[src/rtl/frost_pkg.sv]
// Shared widths, reset address and the fetch-queue entry type for the frost front end.
package frost_pkg;

  localparam int XLEN       = 32;
  localparam int ILEN       = 32;
  localparam int WADDR_W    = XLEN - 2;
  localparam int FIFO_DEPTH = 2;

  localparam logic [XLEN-1:0] RESET_PC_DEFAULT = 32'h0000_0000;

  // One decoded-side slot: the instruction word and the byte address it came from.
  typedef struct packed {
    logic [XLEN-1:0] pc;
    logic [ILEN-1:0] instr;
  } fetch_entry_t;

  // Clears the byte offset so every fetch address lands on a word boundary.
  function automatic logic [XLEN-1:0] align_pc(input logic [XLEN-1:0] addr);
    return addr & ~32'h0000_0003;
  endfunction

endpackage

[src/rtl/fetch_fifo.sv]
// Two-entry queue of fetched {pc, instr} pairs; head is registered storage, no bypass.
module fetch_fifo
  import frost_pkg::*;
(
  input  logic         clk,
  input  logic         reset,
  input  logic         push,
  input  logic         pop,
  input  logic         flush,
  input  fetch_entry_t push_data,
  output logic [1:0]   count,
  output fetch_entry_t head
);

  fetch_entry_t slots [FIFO_DEPTH];
  logic         rd_ptr;
  logic         wr_ptr;
  logic         push_ok;
  logic         pop_ok;

  // A push into a full queue is only legal when the head leaves in the same cycle.
  assign pop_ok  = pop && (count != 2'd0);
  assign push_ok = push && ((count != 2'(FIFO_DEPTH)) || pop_ok);

  always_ff @(posedge clk) begin
    if (reset) begin
      // NOTE: the two slots are reset (not just the pointers) so the head
      // reads as zero while reset is held; a deep memory would not do this.
      slots[0] <= '0;
      slots[1] <= '0;
      rd_ptr   <= 1'b0;
      wr_ptr   <= 1'b0;
      count    <= 2'd0;
    end else if (flush) begin
      rd_ptr <= 1'b0;
      wr_ptr <= 1'b0;
      count  <= 2'd0;
    end else begin
      if (push_ok) begin
        slots[wr_ptr] <= push_data;
        wr_ptr        <= ~wr_ptr;
      end
      if (pop_ok) begin
        rd_ptr <= ~rd_ptr;
      end
      case ({push_ok, pop_ok})
        2'b10:   count <= count + 2'd1;
        2'b01:   count <= count - 2'd1;
        default: count <= count;
      endcase
    end
  end

  assign head = slots[rd_ptr];

endmodule

[src/rtl/fetch.sv]
// Instruction fetch: issues word reads to a 1-cycle RAM and queues responses for decode.
module fetch
  import frost_pkg::*;
#(
  parameter logic [XLEN-1:0] RESET_PC = RESET_PC_DEFAULT
) (
  input  logic               clk,
  input  logic               reset,
  input  logic               redirect,
  input  logic [XLEN-1:0]    redirect_pc,
  output logic [WADDR_W-1:0] mem_addr,
  output logic               mem_re,
  input  logic [ILEN-1:0]    mem_rdata,
  output logic               out_valid,
  input  logic               out_ready,
  output logic [ILEN-1:0]    out_instr,
  output logic [XLEN-1:0]    out_pc
);

  logic [XLEN-1:0] pc_f;
  logic [XLEN-1:0] pc_issued;
  logic [XLEN-1:0] redirect_base;
  logic            inflight;
  logic            take_redirect;
  logic            pop;
  logic            push;
  logic [1:0]      fifo_count;
  logic [2:0]      credit_used;
  fetch_entry_t    head;
  fetch_entry_t    push_data;

  assign take_redirect = redirect & ~reset;
  assign redirect_base = align_pc(redirect_pc);

  // A redirect flushes the queue, so a handshake in that cycle is dropped.
  assign pop  = out_valid & out_ready & ~take_redirect;
  assign push = inflight & ~take_redirect;

  assign push_data = '{pc: pc_issued, instr: mem_rdata};

  // Slots already spoken for are queued entries plus the read still in flight;
  // a pop this cycle frees one, so the compare is done without subtraction.
  always_comb begin
    // NOTE: every output gets a default first so no path leaves it unassigned
    // and no latch is inferred.
    mem_re      = 1'b0;
    mem_addr    = pc_f[XLEN-1:2];
    credit_used = {1'b0, fifo_count} + {2'b00, inflight};
    if (reset) begin
      mem_re = 1'b0;
    end else if (take_redirect) begin
      mem_re   = 1'b1;
      mem_addr = redirect_base[XLEN-1:2];
    end else begin
      mem_re = credit_used < (3'd2 + {2'b00, pop});
    end
  end

  always_ff @(posedge clk) begin
    if (reset) begin
      // NOTE: state registers use non-blocking assignments so every flop
      // samples the pre-edge values of the others.
      pc_f      <= align_pc(RESET_PC);
      pc_issued <= '0;
      inflight  <= 1'b0;
    end else begin
      inflight <= mem_re;
      if (mem_re) begin
        pc_issued <= {mem_addr, 2'b00};
      end
      if (take_redirect) begin
        pc_f <= redirect_base + 32'd4;
      end else if (mem_re) begin
        pc_f <= pc_f + 32'd4;
      end
    end
  end

  fetch_fifo u_fifo (
    .clk       (clk),
    .reset     (reset),
    .push      (push),
    .pop       (pop),
    .flush     (take_redirect),
    .push_data (push_data),
    .count     (fifo_count),
    .head      (head)
  );

  assign out_valid = (fifo_count != 2'd0);
  assign out_instr = head.instr;
  assign out_pc    = head.pc;

endmodule

[config.mk]
export PLATFORM = sky130hd
export DESIGN_NAME = fetch
export DESIGN_NICKNAME = d
export VERILOG_FILES = /design/src/rtl/frost_pkg.sv /design/src/rtl/fetch_fifo.sv /design/src/rtl/fetch.sv
export SDC_FILE = /design/constraint.sdc
export NUM_CORES = 1
export LEC_CHECK = 0
export BUFFER_PORTS_ARGS = -buffer_cell sky130_fd_sc_hd__buf_2
export CORE_UTILIZATION = 43
export CTS_CLUSTER_DIAMETER = 80
export CTS_CLUSTER_SIZE = 12
export DETAILED_ROUTE_END_ITERATION = 10
export PLACE_DENSITY = 0.64
export SYNTH_ARGS = -nofsm -noshare
export SYNTH_HDL_FRONTEND = slang
export SYNTH_HIERARCHICAL = 1
export SYNTH_SLANG_ARGS = --single-unit
export TNS_END_PERCENT = 10
[constraint.sdc]
create_clock -name clk -period 4.8 [get_ports clk]
set_clock_uncertainty 0.2 [all_clocks]
set_input_delay 0.48 -clock clk [delete_from_list [all_inputs] [get_ports clk]]
set_output_delay 0.48 -clock clk [all_outputs]
set_load 0.03 [all_outputs]
Word level (Yosys, flattened, before mapping). Memory sizes are Yosys's and may differ from the RTL's. A register that Yosys moved wholly into a read port is not among the register bits. Index checks and enable logic that the tools add are counted.

Add/sub/neg operators: 6. Magnitude comparators: 1. Equality and inequality tests: 3. Mux-type cells: 18. Bitwise gates (word level): 8. Reductions and logical operators: 8.

Operator list (number): 32-bit by 3-bit adder with 32-bit output, second input constant (2); 32-bit two-way mux (2); 62-bit two-way mux (1); 62-bit OR reduction (1); 30-bit two-way mux (2); 1-bit two-way mux (12); 2-bit nonzero test (3); 1-bit bitwise AND (4); 1-bit inverter (4); 2-bit one-hot mux with 2 select lines (1); 2-bit by 1-bit adder with 3-bit output (1); 2-bit by 1-bit adder with 3-bit output, first input constant (1); 3-bit < comparator (1); 2-bit by 1-bit adder with 2-bit output, second input constant (1); 2-bit by 1-bit equality test with 1-bit output, second input constant (1); 2-bit equality test, second input constant (1); 1-bit logical AND (2); 2-bit inequality test, second input constant (1); 2-bit OR reduction (1); 2-bit by 1-bit subtractor with 2-bit output, second input constant (1); 1-bit logical OR (1).

Flip-flop bits (word level): 67. Bits in writable memories: 124. Bits of input ports: 68. Output and inout port bits: 96. Logic and storage cells: 51. Memories: 1.

Memories: u_fifo.slots (words 2, width 62, rd ports 1, clocked after Yosys merged registers in 1, wr ports 2, RTL line fetch_fifo.sv:15) `fetch_entry_t slots [FIFO_DEPTH];`.

Longest topological paths before layout. Gate-level depths: netlist of the first run.

Depth in word-level cells: 13. Gate-level depth with buffers: 14. Depth with buffers taken out: 9.

Modules after synthesis. Netlist of the first run, hierarchy kept.

By module, submodules not included: fetch_fifo (times used 1, cells each 368, area an instance 5798.1 um^2, sequential area each 3943.8 um^2); fetch (times used 1, cells each 480, area an instance 3634.7 um^2, sequential area each 1221.2 um^2).

Worst setup path before layout of the first run. OpenSTA, ideal clock, no wires.

Kind: input -> register. Start: in redirect. End: mem u_fifo/slots[0][0] in the netlist's numbering (enable). Setup time: 394 ps. Arrival time: 3047 ps. Data required time: 4206 ps. Setup slack: 1158 ps. Stages on the path: 11. Buffers on the path: 7. Path through: buf_6 -> nand2b_4 -> buf_6 -> buf_6 -> buf_2 -> buf_2 -> buf_2 -> and2_1 -> nor4b_2 -> buf_4 -> or2_2.

RTL lines: start, declared (RTL line fetch.sv:9) `input logic redirect,`; end, declared (RTL line fetch_fifo.sv:15).

Worst setup path after layout of the first run.
Start: in redirect. End: out mem_addr[27].

Word-level cells in the longest chain between the ends: 3.

Ends and longest elaborated chain: 1-bit bitwise AND (RTL line fetch.sv:32) `assign take_redirect = redirect & ~reset;`; 30-bit two-way mux (RTL line fetch.sv:51) `end else if (take_redirect) begin`; 30-bit two-way mux (RTL line fetch.sv:49) `if (reset) begin`; end, declared (RTL line fetch.sv:11) `output logic [WADDR_W-1:0] mem_addr,`.

No other way between the ends.

==> results.ini, run 1 <==
[clock_tree]
cts_setup_buffers = 0
clock-root-buffer = clkbuf_16
count_of_clock_tree_sinks = 194
clockBufferDepth = 2
path_clk_slew_ns = 0.07
cts_tree = done
clk-insertion-delay-late_ns = 0.42
tritoncts.num_buffers = 17
cts_h_tree_lvls = 4
ctsHoldBuffers = 0
cts.repair.resized = 0

[critical_path]
regToRegEndpoint = pc_f[6]
number_of_buffer_and_inverter_stages_on_the_critical_path = 4
worst-endpoint-required_ns = 4.12
minimum_setup_slack_among_reg_to_reg_paths_ns = 2.07
timing.rr.start = u_fifo/count[0]
cp.arrival_ns = 2.53
critical_path.cell_chain = buf_2 -> nand2b_4 -> inv_2 -> mux2i_1 -> inv_1 -> buf_2
reg2reg_depth = 8
cp-start-kind = input port
path_common_cell = buf_2
crit_family = buffers and inverters
critical_path_class = in -> out
worst_path_max_delay_cell = inv_2
setup.worst_path.end_class = output pin
max_stage_delay_ns = 0.67
largest_driver_fanout_on_the_critical_path = 40
timing.critical_path.depth = 6

[final_layout]
commonest_non_fill_non_tap_cell_in_the_layout = buf_2
final_cells = 1284
post_route_cells_drive_above_1_share = 0.308
finalNetCount = 1068
mostFrequentLayoutCells = buf_2 (161), and2_1 (129), edfxtp_1 (128)
area_growth_pct = 17.0
num-fill-cells = 1959
antennaDiodeCount = 0

[drt]
ant_nets = 0
detailedRoute.firstPassIterationCount = 5
vias_per_cell = 5.02
detail_route.drc_violations = 0
detailroute.via_count = 6451
drt_wl_total_um = 20400
routedWlPerCell_um = 15.9
drt_first_iter_violations = 349

[global_routing]
grt.busiest_layer = met2
met1_usage = 0.265
first_global_vias = 6167
grt_usage = 0.186
use_met3 = 0.0342
grt_pass1_wl_um = 32200
globalRouteOverflowTotal = 0
grtUsageMet2 = 0.291
largest_net_degree_at_the_start_of_global_routing = 66
grt_antenna_before_repair = 0

[synthesis]
synth-simple-area-share = 0.233
synth-adder-area-share = 0.00531
synth_mux_area_frac = 0.114
synth_xor_xnor_area_share = 0.0223
commonest_register_cell_after_synthesis = edfxtp_1
postSynthCellCount = 848
synth.lib_cells_used.distinct = 60
netlist_top_cells_area = edfxtp_1 (41%), dfxtp_1 (14%), and2_1 (8.6%), mux2_2 (8.4%), nand2_1 (4.8%)
yosys.area.top_type = edfxtp_1
post_synth_instance_area_um2 = 9430
syn_avg_cell_area_um2 = 11.1
synth_warnings = 6
synth_compound_area_frac = 0.0414
async_flop_share = 0
postSynthRegisterBits = 194
synth-edff-count = 128
synth.yosys.seq_area_share = 0.548
post-synth-top-area-fraction = 0.407
dominant_combinational_cell_family_by_area_after_synthesis = simple AND/OR/NAND/NOR gates

[power]
power.density_cell_area_nw_per_um2 = 362
vdd_ir_drop_max_v = 0.000238
leakagePower_uw = 0.00454
p_total_uw = 4000

[worst_hold_path]
beginning_of_the_worst_hold_path = redirect_pc[2]
worst_hold_path_type = in -> reg
min_path_cells = 2
holdPathEnd = pc_f[2]

[die]
num_rows = 53
placeableCoreArea_um2 = 21300
chipHeight_um = 150
initial_core_util = 0.443
die-width_um = 150
pin_count = 164
die_area_um2 = 22500

[timing]
final_period_minus_worst_setup_slack_ns = 3.21
timing_max_transition_violations_final = 0
final_hold_vio_count = 0
timing.final.crit_share = 0.669
tightest_slew_ns = 0.818
timing.final.setup_violations = 0
final.setup.worst_slack_ns = 1.59
rsz0062_at_grt = false
finalHoldWorstSlack_ns = 0.0794
fin_setup_tns_ns = 0
max_transition_margin = 0.454
achievable-frequency_mhz = 311

[outcome]
status = completed

[placed_design]
hpwlAfterDp_um = 13400
port_buffers = 161
pre_cts_ws_ns = 1.26
place_inst = 1252
gp_routability_congestion = 0.844

[run]
max-cap-violations = 0

[flip-flops by register name, indices dropped and copies added (netlist names), named ones only]
| signal | count |
|---|---|
| inflight | 1 |
| pc_f | 30 |
| pc_issued | 30 |
| u_fifo/count | 2 |
| u_fifo/rd_ptr | 1 |
| u_fifo/slots | 128 |
| u_fifo/wr_ptr | 1 |
[worst max-delay path by stage]
stage,from,to,slack [ns]
2_1_floorplan,redirect,u_fifo/slots[0][0],1.16
3_3_place_gp,redirect,pc_f[28],1.27
3_5_place_dp,redirect,pc_f[28],1.26
4_1_cts,redirect,mem_addr[7],1.60
5_1_grt,redirect,mem_addr[27],1.40
6_report,redirect,mem_addr[27],1.59
[kinds of logic after synthesis]
kind of cell               Yosys count
and+or+nand+nor                    418
DFF                                194
muxes                               92
buffers and inverters               58
AOI/OAI and AO/OA                   57
xor gates and xnor gates            24
adders and majority gates            4
other                                1
[cells in the mapped netlist, types with 3 or more instances]
cell / count
or3_1: 4
buf_2: 11
mux2_4: 3
clkbuf_1: 21
ha_1: 4
nand4_1: 3
mux2i_4: 3
or2_2: 4
o21ai_0: 9
inv_1: 7
a21oi_1: 15
mux2_2: 70
and3_1: 12
nand2_1: 121
o21ai_1: 9
and2_1: 129
xor2_1: 4
o31ai_1: 4
mux2i_1: 12
nor2_1: 65
xnor2_1: 20
mux2i_2: 4
buf_6: 14
a31oi_1: 3
nand3_1: 24
nor3_1: 32
nor4_2: 5
a211oi_1: 6
edfxtp_1: 128
dfxtp_1: 66
[metal layers]
metal / vias up / share of wire
met5: - / 0
li1: 3232 / -
met1: 3015 / 0.48
met2: 192 / 0.45
met4: 0 / 0.0082
met3: 12 / 0.059
[final cells by class]
class	count	area (um^2)	share of cell area
sequential	194	5170	0.468
multi-input combinational	599	3970	0.359
timing repair buffer	174	916	0.0830
clock buffer	18	429	0.0389
tap	275	344	0.0312
clock inverter	14	178	0.0161
inverter	10	37.5	0.00340
[stage by stage]
| stage | cell area, um^2 | utilization |
|---|---|---|
| 2_1_floorplan | 9440 | - |
| 3_3_place_gp | 10400 | 0.490 |
| 3_5_place_dp | 10400 | 0.490 |
| 4_1_cts | 11000 | 0.518 |
| 5_1_grt | 11000 | 0.518 |
| 6_report | 11000 | 0.518 |
[power by group]
| group | total (uW) | switching (uW) | internal (uW) |
|---|---|---|---|
| Combinational | 589 | 393 | 197 |
| Sequential | 1940 | 53.5 | 1890 |
| Clock | 1460 | 634 | 830 |
Note: power is estimated with default switching activity, not from simulation.
==> inputs of run 2 (changes only) <==
==> constraint.sdc (replaced) <==
create_clock -name clk -period 3.3 [get_ports clk]
set_clock_uncertainty 0.2 [all_clocks]
set_input_delay 0.33 -clock clk [delete_from_list [all_inputs] [get_ports clk]]
set_output_delay 0.33 -clock clk [all_outputs]
set_load 0.03 [all_outputs]
==> run 2 against run 1 <==
Final cell count up 3.1%; hold slack better by 0.0049 ns; clock-buffer cell count down 1; combinational power up 53%; register-to-register slack worse by 1.3 ns; total power up 46%; cell area up 3.6%; sequential power up 46%.
==> results.ini, run 2 (synthesized netlist as in run 1, its figures left out) <==
[outcome]
status = completed

[final_layout]
final_cells = 1324
regMostFlops = u_fifo/slots
finalInstanceArea_um2 = 11400
finalNetCount = 1108
area.sequential_um2 = 5170
post_route_cells_drive_above_1_share = 0.302
reg_top3 = u_fifo/slots (128), pc_f (30), pc_issued (30)
commonest_non_fill_non_tap_cell_in_the_layout = buf_2
num-fill-cells = 1936
largest_register_ff_count = 128
multi_input_area_um2 = 3980
antennaDiodeCount = 0
area_growth_pct = 21.2
finish.utilization = 0.537
mostFrequentLayoutCells = buf_2 (161), and2_1 (129), edfxtp_1 (128)

[critical_path]
cp.arrival_ns = 2.51
setup.worst_path.end_class = output pin
reg2reg_depth = 6
critical_path_class = reg -> out
worst_path_max_delay_cell = dfxtp_1
minimum_setup_slack_among_reg_to_reg_paths_ns = 0.74
worst-endpoint-required_ns = 2.77
timing.rr.start = u_fifo/count[0]
largest_driver_fanout_on_the_critical_path = 28
regToRegEndpoint = u_fifo/slots[0][31]
cp-start-kind = register
path_common_cell = ha_1
critical_path.cell_chain = ha_1 -> ha_1 -> a21oi_1 -> o21ai_4 -> clkinv_1 -> buf_4 -> buf_2
max_stage_delay_ns = 0.39

[worst_hold_path]
holdPathEnd = pc_f[6]
beginning_of_the_worst_hold_path = redirect
worst_hold_path_type = in -> reg
min_path_cells = 2

[die]
die_area_um2 = 22500
placeableCoreArea_um2 = 21300
pin_count = 164
initial_core_util = 0.443
chipHeight_um = 150
num_rows = 53
die-width_um = 150

[global_routing]
globalRouteOverflowTotal = 0
grt_usage = 0.190
first_global_vias = 6332
grt_antenna_before_repair = 0
largest_net_degree_at_the_start_of_global_routing = 66
grt_pass1_wl_um = 33300

[power]
clkPwrFrac = 0.359
power_switching_share = 0.277
p_comb_frac = 0.155
power.density_cell_area_nw_per_um2 = 509
intPower_uw = 4210
leakagePower_uw = 0.00472
net-switching-power_uw = 1610
sequentialPowerShare = 0.486
vdd_ir_drop_max_v = 0.000348

[clock_tree]
cts.repair.resized = 0
count_of_clock_tree_sinks = 194
clk-insertion-delay-late_ns = 0.42
clockBufferDepth = 2
cts_h_tree_lvls = 4
cts_tree = done
cts_setup_buffers = 0
path_clk_slew_ns = 0.07
tritoncts.num_buffers = 17
clock-root-buffer = clkbuf_16

[drt]
drt_first_iter_violations = 254
drt_wl_total_um = 21500
routedWlPerCell_um = 16.2
detailroute.wirelength.met3_um = 1300
detail_route.drc_violations = 0
vias_per_cell = 5.03
top_layer = met4
ant_nets = 0
detailedRoute.firstPassIterationCount = 4
met1_length_um = 10100
detailroute.via_count = 6657
met2_routed_wl_um = 9890

[placed_design]
hpwlAfterDp_um = 13900
placed_cell_area_um2 = 10500
gp_routability_congestion = 0.847
port_buffers = 161
pre_cts_ws_ns = 0.486
place_inst = 1258

[timing]
rsz0062_at_grt = false
timing_max_transition_violations_final = 0
finalHoldWorstSlack_ns = 0.0843
final_period_minus_worst_setup_slack_ns = 3.04
final_hold_vio_count = 0
achievable-frequency_mhz = 329
tightest_slew_ns = 0.765
timing.final.crit_share = 0.920
max_transition_margin = 0.490
timing.final.setup_violations = 0
final.setup.worst_slack_ns = 0.265

[run]
max-cap-violations = 0

run 2: changes by cell type in the layout (fill, tap and decap cells not counted), moves of 2 or more:
cell,previous run,this run
clkinv_1,2,4
dlygate4sd3_1,0,33
buf_4,12,16
buf_12,1,3
inv_8,1,4
run 2: critical path: cells and delay by family (launching register included):
family	cells	cell delay (ns)
compound gates	2	0.59
fa+ha+maj	2	0.42
buf+inv	3	0.66
flops	1	0.39
run 2: how the worst max path moves through the flow:
stage,start,endpoint,slack (ns)
after floorplan,redirect,u_fifo/slots[1][0],-0.12
after global placement,redirect,pc_f[28],0.49
after detailed placement,redirect,pc_f[28],0.49
after CTS,u_fifo/count[0],mem_re,0.21
after global routing,u_fifo/count[0],mem_re,0.12
final,u_fifo/count[0],mem_re,0.26
run 2: cell type report:
cell class              instances  area share
clock buffers                  17      0.0372
clock inverters                15      0.0147
inverters                      10     0.00328
multi-input cells             600       0.348
flip-flops and latches        194       0.452
well taps                     275      0.0301
repair buffers                213       0.115
run 2: through the flow:
stage | total power [uW] | TNS [ns]
finish | 5830 | 0
detailed placement | 3760 | 0
global route | 6070 | 0
global placement | 3740 | 0
CTS | 5880 | 0
floorplan | 3470 | -7.57
run 2: layer usage:
| layer | vias up | GRT usage |
|---|---|---|
| met5 | - | 0 |
| met4 | 0 | 0.0399 |
| met3 | 13 | 0.0373 |
| met2 | 198 | 0.310 |
| met1 | 3126 | 0.263 |
| li1 | 3320 | - |
run 2: power by group through the flow:
stage | logic [uW] | registers [uW] | clock network [uW]
after floorplan | 620 | 2850 | 0
after global placement | 865 | 2880 | 0
after detailed placement | 871 | 2890 | 0
after CTS | 906 | 2830 | 2140
after global routing | 980 | 2850 | 2240
final | 903 | 2830 | 2090
run 2: timing repair:
item	4_1_cts	5_1_grt
endpoints found under the hold margin	61	0
endpoints found under the setup margin	0	1
hold buffers	33	0
